File: config.mk
export PLATFORM = sky130hd
export DESIGN_NAME = deserializer
export DESIGN_NICKNAME = d
export VERILOG_FILES = /design/src/rtl/deserializer.sv
export SDC_FILE = /design/constraint.sdc
export NUM_CORES = 1
export LEC_CHECK = 0
export BUFFER_PORTS_ARGS = -buffer_cell sky130_fd_sc_hd__buf_4
export CAP_MARGIN = 20
export CORE_ASPECT_RATIO = 1.4
export CORE_UTILIZATION = 35
export CTS_BUF_LIST = sky130_fd_sc_hd__clkbuf_4
export DETAILED_ROUTE_END_ITERATION = 8
export GPL_TIMING_DRIVEN = 0
export PLACE_DENSITY_LB_ADDON = 0.2
export SETUP_SLACK_MARGIN = 0.4
export SLEW_MARGIN = 5
export SYNTH_ARGS = -nofsm -noshare
export SYNTH_HDL_FRONTEND = slang
export SYNTH_SLANG_ARGS = --single-unit
File: constraint.sdc
create_clock -name clk_i -period 2.2 [get_ports clk_i]
set_clock_uncertainty 0.2 [all_clocks]
set_input_delay 0.22 -clock clk_i [delete_from_list [all_inputs] [get_ports clk_i]]
set_output_delay 0.22 -clock clk_i [all_outputs]
set_load 0.02 [all_outputs]
File: src/rtl/deserializer.sv
// ---------------------------------------------------------------------------
// deserializer
//
// Receive side of the serial link. Serial bits arrive MSB-first, one per
// clock, qualified by ser_data_val_i. A run of contiguous valid cycles forms
// one word. The word is closed either when the valid strobe drops or when
// DATA_W bits have been collected, and is then presented on data_o with its
// bit count on data_mod_o and a one-cycle data_val_o strobe.
//
// Ports:
//   clk_i          clock, all logic on the rising edge
//   rst_i          synchronous active-high reset
//   ser_data_i     serial data bit, MSB of the word first
//   ser_data_val_i ser_data_i valid this cycle
//   data_o         reassembled word, first bit at data_o[DATA_W-1],
//                  unreceived low bits zero
//   data_mod_o     number of valid bits in data_o (1..DATA_W)
//   data_val_o     one-cycle strobe, data_o/data_mod_o valid
//   busy_o         high while a word is partially received
// ---------------------------------------------------------------------------
module deserializer #(
    parameter int DATA_W = 16,
    parameter int CNT_W  = 5
) (
    input  logic              clk_i,
    input  logic              rst_i,
    input  logic              ser_data_i,
    input  logic              ser_data_val_i,
    output logic [DATA_W-1:0] data_o,
    output logic [CNT_W-1:0]  data_mod_o,
    output logic              data_val_o,
    output logic              busy_o
);

    typedef enum logic {
        IDLE,
        SHIFT
    } state_t;

    localparam logic [CNT_W-1:0] FULL = CNT_W'(DATA_W);

    state_t            state;
    logic [DATA_W-1:0] shift;
    logic [CNT_W-1:0]  count;

    logic [DATA_W-1:0] merged;
    logic [CNT_W-1:0]  count_next;
    logic [CNT_W-1:0]  pos;

    // The shift register and count are cleared whenever a word closes, so
    // in IDLE count is zero and the first bit lands at DATA_W-1 through the
    // same insertion path used for every later bit.
    always_comb begin
        pos        = FULL - CNT_W'(1) - count;
        merged     = shift | (DATA_W'(ser_data_i) << pos);
        count_next = count + CNT_W'(1);
    end

    // A word closes on the edge that samples its DATA_W-th bit, or on the
    // first invalid edge after a partial word. Closing always returns to
    // IDLE, so a valid bit on the very next edge starts a fresh word with
    // no bit lost, while busy_o still drops for one cycle.
    always_ff @(posedge clk_i) begin
        if (rst_i) begin
            state      <= IDLE;
            shift      <= '0;
            count      <= '0;
            data_o     <= '0;
            data_mod_o <= '0;
            data_val_o <= 1'b0;
            busy_o     <= 1'b0;
        end else begin
            data_val_o <= 1'b0;
            if (ser_data_val_i) begin
                if (count_next == FULL) begin
                    data_o     <= merged;
                    data_mod_o <= FULL;
                    data_val_o <= 1'b1;
                    shift      <= '0;
                    count      <= '0;
                    state      <= IDLE;
                    busy_o     <= 1'b0;
                end else begin
                    shift      <= merged;
                    count      <= count_next;
                    state      <= SHIFT;
                    busy_o     <= 1'b1;
                end
            end else if (state == SHIFT) begin
                data_o     <= shift;
                data_mod_o <= count;
                data_val_o <= 1'b1;
                shift      <= '0;
                count      <= '0;
                state      <= IDLE;
                busy_o     <= 1'b0;
            end
        end
    end

endmodule

== Word-level counts from Yosys, hierarchy flattened ==
Cells that the tools add are included.
Widths: inputs -> output; s select.

* Bits in writable memories: 0
* Memories: 0
* Word-level logic and storage cells: 35
* Register bits: 45
* Memory bits (read-only): 0
* Bits in latches: 0
* Input bits: 4

* Equal/unequal tests: 2
* $lt $le $gt $ge: 0
* Bitwise operators: 2
* Divide/modulo/power cells: 0
* Multipliers: 0
* Reduce and logical (&&, ||, !) cells: 3
* Shift-type cells: 1
* Muxes and demuxes: 18
* Add/subtract/negate cells: 2

{| class="wikitable"
|+ Operators with widths
! operator !! number
|-
| $mux 16 || 6
|-
| $mux 5 || 6
|-
| $or 16x16->16 || 1
|-
| $shl 1x5->16 || 1
|-
| $mux 1 || 6
|-
| $add 5x1->5 const B || 1
|-
| $eq 5x5->1 const B || 1
|-
| $sub 4x5->5 const A || 1
|-
| $ne 2x1->1 const B || 1
|-
| $reduce_and 2->1 || 1
|-
| $reduce_bool 2->1 || 1
|-
| $reduce_or 2->1 || 1
|-
| $not 1->1 || 1
|}

== Longest topological paths before layout ==
Gate-level depths: netlist (run 1).

* Depth after elaboration: 5
* Depth in mapped cells: 7
* Mapped depth without buffers: 5

== Worst setup path before layout (run 1) ==
No wires, ideal clock.

* Kind: register to register
* From: register count[0]
* To: register data_o[10]
* Required time: 1932 ps
* Slack: 415 ps
* Buffers on the path: 2
* Data arrival time: 1517 ps
* Cell stages (with the launch flop): 7
* Library setup time: 68 ps
* Cell sequence: dfxtp_1 nand2_2 mux2_4 o31a_1 buf_6 buf_12 o2bb2ai_2

* Cells in the longest elaborated chain, start to end: 5
* Elaborated cells on any way between the ends: 9
* Those cells by class: add/sub: 2; eq/ne: 2; shift: 1; mux: 2; bitwise: 1; reduce/logical: 1

{| class="wikitable"
|+ RTL lines
! element !! line !! text
|-
| start: declaration || 44 || <nowiki>logic [CNT_W-1:0] count;</nowiki>
|-
| start signal: assignment || 85 || <nowiki>count <= count_next;</nowiki>
|-
| branches (longest 5 deep; another with $add 5x1->5) || n/a ||
|-
| end signal: assignment || 76 || <nowiki>data_o <= merged;</nowiki>
|-
| end signal: assignment || 90 || <nowiki>data_o <= shift;</nowiki>
|-
| end: declaration || 29 || <nowiki>output logic [DATA_W-1:0] data_o,</nowiki>
|}

Several ways; the timed one is not identified. The select of a mux whose other input is x is not followed.
A chain may end at the register's enable or synchronous reset.

== Worst setup path after layout (run 1) ==
* From: register count[3]
* To: register data_o[15]

Same word-level chain as after synthesis.

==> results of run 1 <==
==> what timing repair did <==
item,4_1_cts,5_1_grt
setup buffers,8,2
pin swaps,20,3
endpoints found under the setup margin,39,22
gates cloned,3,0
gates resized for setup,30,10
hold endpoints to repair,1,0
hold buffers,1,0
==> per-layer routing <==
layer  up-vias  GRT usage (%)  routed length (microns)
met4         0           7.19                       85
li1        677              -                        -
met1       649           18.0                     1570
met5         -              0                        0
met3         8           3.88                      115
met2        24           29.0                     2070
==> worst min-delay path, stage by stage <==
cell      delay [ns]
buf_4           0.12
clkbuf_1        0.21
nor2_1          0.14
==> metrics by stage <==
step           area (sq um)  cells
3_5_place_dp           1940    251
3_3_place_gp           1940    251
2_1_floorplan          1670    163
4_1_cts                2240    271
5_1_grt                2290    273
6_report               2290    273
==> cells by family after synthesis <==
group	after synthesis	synth area share [%]
fa+ha+maj	1	0.748
simple gates	53	15.6
flops	45	53.9
compound gates	52	24.6
buf+inv	11	4.19
mux	1	0.898
==> final cells by class <==
cell class / count / area (sq um) / area share, %
Clock inverter: 3 / 17.5 / 0.764
Tap cell: 62 / 77.6 / 3.38
Sequential cell: 45 / 913 / 39.8
Multi-Input combinational cell: 107 / 823 / 35.9
Buffer: 9 / 85.1 / 3.71
Timing Repair Buffer: 40 / 332 / 14.5
Inverter: 2 / 7.51 / 0.327
Clock buffer: 5 / 37.5 / 1.64
==> worst min path at each step <==
| stage | endpoint | from | depth (start not counted) | slack [ns] |
|---|---|---|---|---|
| finish | state | rst_i | 3 | 0.16 |
| global route | state | rst_i | 3 | 0.16 |
| CTS | state | rst_i | 3 | 0.16 |
| detailed placement | shift[15] | shift[15] | 2 | 0.24 |
| global placement | shift[15] | shift[15] | 2 | 0.24 |
| floorplan | data_mod_o[0] | ser_data_val_i | 3 | 0.22 |
==> flip-flops by register name (all words and copies together), names as in the netlist <==
signal	cells
busy_o	1
state	1
data_o	16
count	5
data_val_o	1
shift	16
data_mod_o	5
==> power breakdown <==
part | switching, W | total (W) | internal (W)
Combinational | 0.0000661 | 0.000113 | 0.0000465
Clock | 0.000263 | 0.000383 | 0.000121
Sequential | 0.0000111 | 0.000834 | 0.000823
Total | 0.000340 | 0.00133 | 0.000990
==> cell usage after synthesis, types with 2 or more instances <==
library cell  count
o2bb2ai_2         9
nand2_1           4
nand2b_1          3
buf_2             4
clkbuf_1          3
a22o_1            3
nor2_1           27
nor3_1            5
nand3b_1          3
nor2b_1           3
o21ai_0           3
a21oi_1          21
a31oi_1           2
nand3_1           2
o2bb2ai_1         8
dfxtp_1          45
==> impl_results.rst, run 1 <==
.. list-table::
   :header-rows: 1

   * - Metric
     - Value
   * - Run status
     - complete, no violations
   * - HPWL Detailed
     - between 2 and 3 mm
   * - Final count of negative-setup-slack endpoints
     - 0
   * - Maximum number of pins on one net before global-route repair
     - 15
   * - Routed len/inst
     - 14.1 microns
   * - Total congestion overflow
     - 0
   * - Number of buffer cells added on primary ports
     - 26
   * - Fraction of synthesized cell area taken by the top area cell type
     - 53.9%
   * - Kind of critical path
     - reg2reg
   * - Synthesized netlist net count
     - approximately 170
   * - Initial Utilization
     - 36.6%
   * - Skew-Pair Late Insertion Delay
     - between 0.3 and 0.4 ns
   * - Initial antenna violation count
     - 0
   * - Flop and latch count out of synthesis
     - 45
   * - Leading post-synthesis cells by cell area
     - dfxtp_1 54%, o2bb2ai_2 8.1%, a21oi_1 6.3%
   * - Clock buffers created by TritonCTS
     - 5
   * - Boundary pin count
     - 27
   * - First-pass GRT wire length
     - 6.12 mm
   * - Core area
     - roughly 4600 sq um
   * - Number of filler instances in the final layout
     - 450
   * - Max frequency
     - 0.554 GHz
   * - Top cell family by delay on the critical path
     - compound AO/OA/AOI/OAI gates
   * - DIE AREA
     - 5060 sq um
   * - Standard cell with the maximum stage delay on the critical path
     - dfxtp_2
   * - Leakage component of the power
     - 0.876 nW
   * - Count of unique library cells instantiated by Yosys
     - 34
   * - Crit path largest cell delay
     - 0.34 ns
   * - Final Hold Vio Count
     - 0
   * - Final min period
     - around 1.8 ns
   * - Iteration-0 DRC Markers
     - 61
   * - Cell at the root of the clock tree
     - clkbuf_4
   * - HP Class
     - in2reg
   * - Required time of the critical path
     - 2.30 ns
   * - Worst-case reg-to-reg path depth
     - 7
   * - Ratio of total power to cell area
     - 580 nW/um^2
   * - Antenna cells
     - 0
   * - Setup repair after global routing missed its margin
     - yes
   * - Most used cells in the layout excluding fill and tap cells
     - 41 x dfxtp_1, 35 x buf_4, 27 x nor2_1
   * - Top flip-flop cell by instance count after synthesis
     - dfxtp_1
   * - Final worst setup slack
     - 0.395 ns
   * - Max-cap violations
     - 0
   * - Syn. warnings
     - 0
   * - TritonCTS clock tree
     - yes
   * - Via count
     - around 1400
   * - Post-DR vias/cell
     - 4.97
   * - Destination of the critical timing path
     - data_o[15]
   * - Share of post-route cells with drive strength above 1
     - approximately two fifths
   * - Overall power after layout
     - 0.00133 W
   * - Levels on crit path
     - 7
   * - Worst-case register-to-register setup slack
     - 0.40 ns
   * - Cells traversed along the worst timing path
     - buf_6 > nand2b_4 > mux2_4 > o31a_1 > buf_6 > buf_6 > o2bb2ai_2
   * - Die boundary width
     - 60.4 microns
   * - Drt total wl
     - 3.85 mm
   * - Via count of the first global-routing pass
     - 1294
   * - Cell row count
     - 29
   * - Buffer and inverter count on the worst path
     - 3
   * - Utilization of the core after routing
     - 50.2%
   * - Layout-stage area growth over the synthesis result
     - 37.2%
   * - Mean instance size in the synthesized netlist
     - 10.3 sq um
   * - Critical path's most frequent cell
     - buf_6
   * - Post-Synthesis Cell Area
     - around 1700 sq um
   * - Crit Path Max Fanout
     - 4
   * - Sort of element at the start of the critical path
     - flip-flop
   * - Buffers from clock root to sink, at most
     - 2
   * - Mapped Cells
     - about 160
   * - Leading cell type in the layout, fill and taps excluded
     - dfxtp_1
   * - Worst-case vdd ir drop
     - 0.412 mV
   * - Routability congestion estimate from global placement
     - 0.780
   * - Total number of H-tree levels
     - 2
   * - Worst-case headroom to the max-slew limit
     - 72.7%
   * - Worst Setup SP
     - count[3]
   * - Critical register-to-register path startpoint
     - count[3]
   * - Total Nets Final
     - between 200 and 250
   * - Data arrival time of the critical path
     - between 1.5 and 2 ns
   * - FF-to-FF End
     - data_o[15]
   * - Final routed DRC violation total
     - 0
   * - Endpoint kind of the worst setup timing path
     - flip-flop
   * - Fin Hold WS
     - between 0.15 and 0.2 ns
   * - Cell accounting for the most synthesized area
     - dfxtp_1
   * - All-layer global routing usage
     - 16.5%
   * - CTS clk-pin slew, worst paths
     - about 0.12 ns
   * - Asr flop ratio synth
     - 0%
   * - Die Ht
     - 83.8 microns
   * - Total negative slack
     - 0 ns
   * - Fin. max-slew vios
     - 0
   * - Count of flip-flops with a built-in enable after synthesis
     - 0
   * - Routed Antenna Nets
     - 0
   * - Clk sink count
     - 45
   * - Slew at the pin with the worst max-slew slack
     - 0.410 ns
   * - Period utilization
     - 82.0%
   * - Setup WS pre-CTS
     - 0.104 ns
   * - Register area share after synthesis
     - a little over half
   * - Drt first pass iters
     - 4
No activity file was read; power rests on OpenSTA's default activity.
==> inputs of run 2 (changes only) <==
- clock period: 2.2 -> 1.57 ns (I/O delays scaled with it)
==> impl_results.rst, run 2 (synthesized netlist as in run 1, its figures left out) <==
.. list-table::
   :header-rows: 1

   * - Metric
     - Value
   * - Fraction of met2 tracks used by global routing
     - 33.4% (was 29.0%)
   * - Data arrival time of the critical path
     - 1.94 ns (was 1.90 ns)
   * - Standard cell with the maximum stage delay on the critical path
     - dfxtp_2 (unchanged)
   * - Layout-stage area growth over the synthesis result
     - 65.1% (was 37.2%)
   * - Share of post-route cells with drive strength above 1
     - 65.2% (was 40.8%)
   * - HP Class
     - in2reg (unchanged)
   * - Crit path largest cell delay
     - 0.34 ns (about the same)
   * - Violations in the final reports
     - hold timing, setup timing
   * - Final cell count without fillers
     - 295 (was 273)
   * - Final routed DRC violation total
     - 0 (unchanged)
   * - Setup WS pre-CTS
     - -0.389 ns (was 0.104 ns)
   * - DIE AREA
     - 5060 sq um (unchanged)
   * - Clock network fraction of design power
     - 28.9% (was 28.8%)
   * - Max frequency
     - 0.540 GHz (was 0.554 GHz)
   * - Switching Share
     - 25.9% (was 25.5%)
   * - Post-DR vias/cell
     - 4.97 (about the same)
   * - GRT busiest layer
     - met2 (unchanged)
   * - All-layer global routing usage
     - 19.0% (was 16.5%)
   * - Cell row count
     - 29 (unchanged)
   * - Drt total wl
     - 4.43 mm (was 3.85 mm)
   * - Total number of H-tree levels
     - 2 (unchanged)
   * - Required time of the critical path
     - 1.66 ns (was 2.30 ns)
   * - Drt first pass iters
     - 4 (unchanged)
   * - Total Nets Final
     - 237 (was 215)
   * - Number of buffer cells added on primary ports
     - 26 (unchanged)
   * - First-pass GRT wire length
     - 7.16 mm (was 6.12 mm)
   * - TritonCTS clock tree
     - yes (unchanged)
   * - Combinational power share
     - 11.3% (was 8.5%)
   * - Cell at the root of the clock tree
     - clkbuf_4 (unchanged)
   * - Clock buffers created by TritonCTS
     - 5 (unchanged)
   * - Die Ht
     - 83.8 microns (unchanged)
   * - Cells traversed along the worst timing path
     - buf_6 > nand2b_4 > mux2_4 > o31a_1 > buf_6 > buf_6 > o2bb2ai_2 (unchanged)
   * - Critical path's most frequent cell
     - buf_6 (unchanged)
   * - Via count of the first global-routing pass
     - 1509 (was 1294)
   * - Met3 track demand over resource in global routing
     - 5.27% (was 3.88%)
   * - Fin. max-slew vios
     - 0 (unchanged)
   * - Worst-case vdd ir drop
     - 0.595 mV (was 0.412 mV)
   * - Sort of element at the start of the critical path
     - flip-flop (unchanged)
   * - Worst-case headroom to the max-slew limit
     - 64.8% (was 72.7%)
   * - Number of filler instances in the final layout
     - 397 (was 450)
   * - Routability congestion estimate from global placement
     - 0.794 (was 0.780)
   * - Overall power after layout
     - 0.00195 W (was 0.00133 W)
   * - Routed len/inst
     - 15.0 microns (was 14.1 microns)
   * - HPWL Detailed
     - 2.62 mm (was 2.54 mm)
   * - Final Hold Vio Count
     - 1 (was 0)
   * - Boundary pin count
     - 27 (unchanged)
   * - Leading cell type in the layout, fill and taps excluded
     - buf_6 (was dfxtp_1)
   * - Period utilization
     - 118% (was 82.0%)
   * - Setup repair after global routing missed its margin
     - yes (unchanged)
   * - Kind of critical path
     - reg2reg (unchanged)
   * - Total congestion overflow
     - 0 (unchanged)
   * - Final worst setup slack
     - -0.281 ns (was 0.395 ns)
   * - Iteration-0 DRC Markers
     - 50 (was 61)
   * - Most used cells in the layout excluding fill and tap cells
     - 36 x buf_6, 26 x buf_4, 24 x dfxtp_2 (was 41 x dfxtp_1, 35 x buf_4, 27 x nor2_1)
   * - Number of placed instances, taps included
     - 251 (unchanged)
   * - Die boundary width
     - 60.4 microns (unchanged)
   * - Ratio of total power to cell area
     - 706 nW/um^2 (was 580 nW/um^2)
   * - Fin Hold WS
     - -0.0414 ns (was 0.164 ns)
   * - Antenna cells
     - 0 (unchanged)
   * - Met1 global-route usage
     - 20.2% (was 18.0%)
   * - Core area
     - 4570 sq um (unchanged)
   * - Routed Antenna Nets
     - 0 (unchanged)
   * - CTS clk-pin slew, worst paths
     - 0.12 ns (about the same)
   * - Via count
     - 1466 (was 1358)
   * - Buffers from clock root to sink, at most
     - 2 (unchanged)
   * - Internal Dissipation
     - 0.00144 W (was 0.000990 W)
   * - Initial Utilization
     - 36.6% (unchanged)
   * - Sw Pwr
     - 0.000504 W (was 0.000340 W)
   * - Leakage component of the power
     - 1.04 nW (was 0.876 nW)
   * - Sequential cell fraction of total power
     - 59.9% (was 62.7%)
   * - Final min period
     - 1.85 ns (was 1.80 ns)
   * - Slew at the pin with the worst max-slew slack
     - 0.528 ns (was 0.410 ns)
   * - Crit Path Max Fanout
     - 4 (unchanged)
   * - Maximum number of pins on one net before global-route repair
     - 15 (unchanged)
   * - Initial antenna violation count
     - 0 (unchanged)
   * - Final count of negative-setup-slack endpoints
     - 41 (was 0)
   * - Endpoint kind of the worst setup timing path
     - flip-flop (unchanged)
   * - Run status
     - complete, but fails checks (was complete, no violations)
   * - Registers with the highest flip-flop counts
     - data_o: 16 flops, shift: 16 flops (unchanged)
   * - Clk sink count
     - 45 (unchanged)
   * - Skew-Pair Late Insertion Delay
     - 0.35 ns (about the same)
   * - Max-cap violations
     - 0 (unchanged)
-- run 2: cell types whose count changed in the layout (fill, tap and decap cells not counted), moves of 9 or more --
cell / delta
dfxtp_1: -23
buf_6: +29
nor2_1: -12
dfxtp_2: +23
buf_4: -9
nor2_2: +9
-- run 2: worst paths after layout --
check,startpoint,end,slack (ns),cells past startpoint
worst max-delay path,count[3],data_o[2],-0.28,7
worst min-delay path,ser_data_val_i,data_mod_o[0],-0.04,4
worst max register to register,count[3],data_o[2],-0.28,7
worst min register to register,busy_o,busy_o,0.27,2
-- run 2: final cells by class --
cell class / count / area, sq um / area share [%]
multi-input combinational: 107 / 962 / 34.9
buffer: 9 / 88.8 / 3.22
inverter: 2 / 7.51 / 0.272
clock buffer: 6 / 45.0 / 1.63
tap: 62 / 77.6 / 2.81
timing repair buffer: 62 / 622 / 22.5
clock inverter: 2 / 15.0 / 0.544
sequential: 45 / 942 / 34.1
-- run 2: power by group through the flow --
| stage | Sequential [W] | Combinational (W) | Clock, W |
|---|---|---|---|
| after floorplan | 0.00120 | 0.0000769 | 0 |
| after global placement | 0.00120 | 0.000120 | 0 |
| after detailed placement | 0.00120 | 0.000123 | 0 |
| after CTS | 0.00117 | 0.000190 | 0.000576 |
| after global routing | 0.00117 | 0.000232 | 0.000641 |
| final | 0.00117 | 0.000219 | 0.000562 |
-- run 2: through the flow --
stage	setup TNS (ns)	util (%)	cell area [sq um]
floorplan	-3.28	-	1700
global placement	-8.62	43.1	1970
detailed placement	-9.63	43.1	1970
CTS	-7.30	56.8	2600
global route	-10.08	60.4	2760
finish	-8.48	60.4	2760
-- run 2: repair_timing --
action,CTS,global route
gates resized for setup,88,27
cloned,4,0
hold endpoints to repair,1,1
buffers inserted,26,6
pin swaps,30,4
setup endpoints to repair,68,68
-- run 2: layer usage --
metal  vias up  wire, microns
met3        14            152
met4         0            115
met2        30           2420
met1       705           1750
li1        717              -
met5         -              0
-- run 2: critical path, delay by kind of cell, from the launching register on --
family	cells	cell delay [ns]
AND/OR/NAND/NOR	1	0.13
multiplexers	1	0.28
buffers and inverters	3	0.40
AO/OA/AOI/OAI	2	0.43
flip-flops	1	0.34
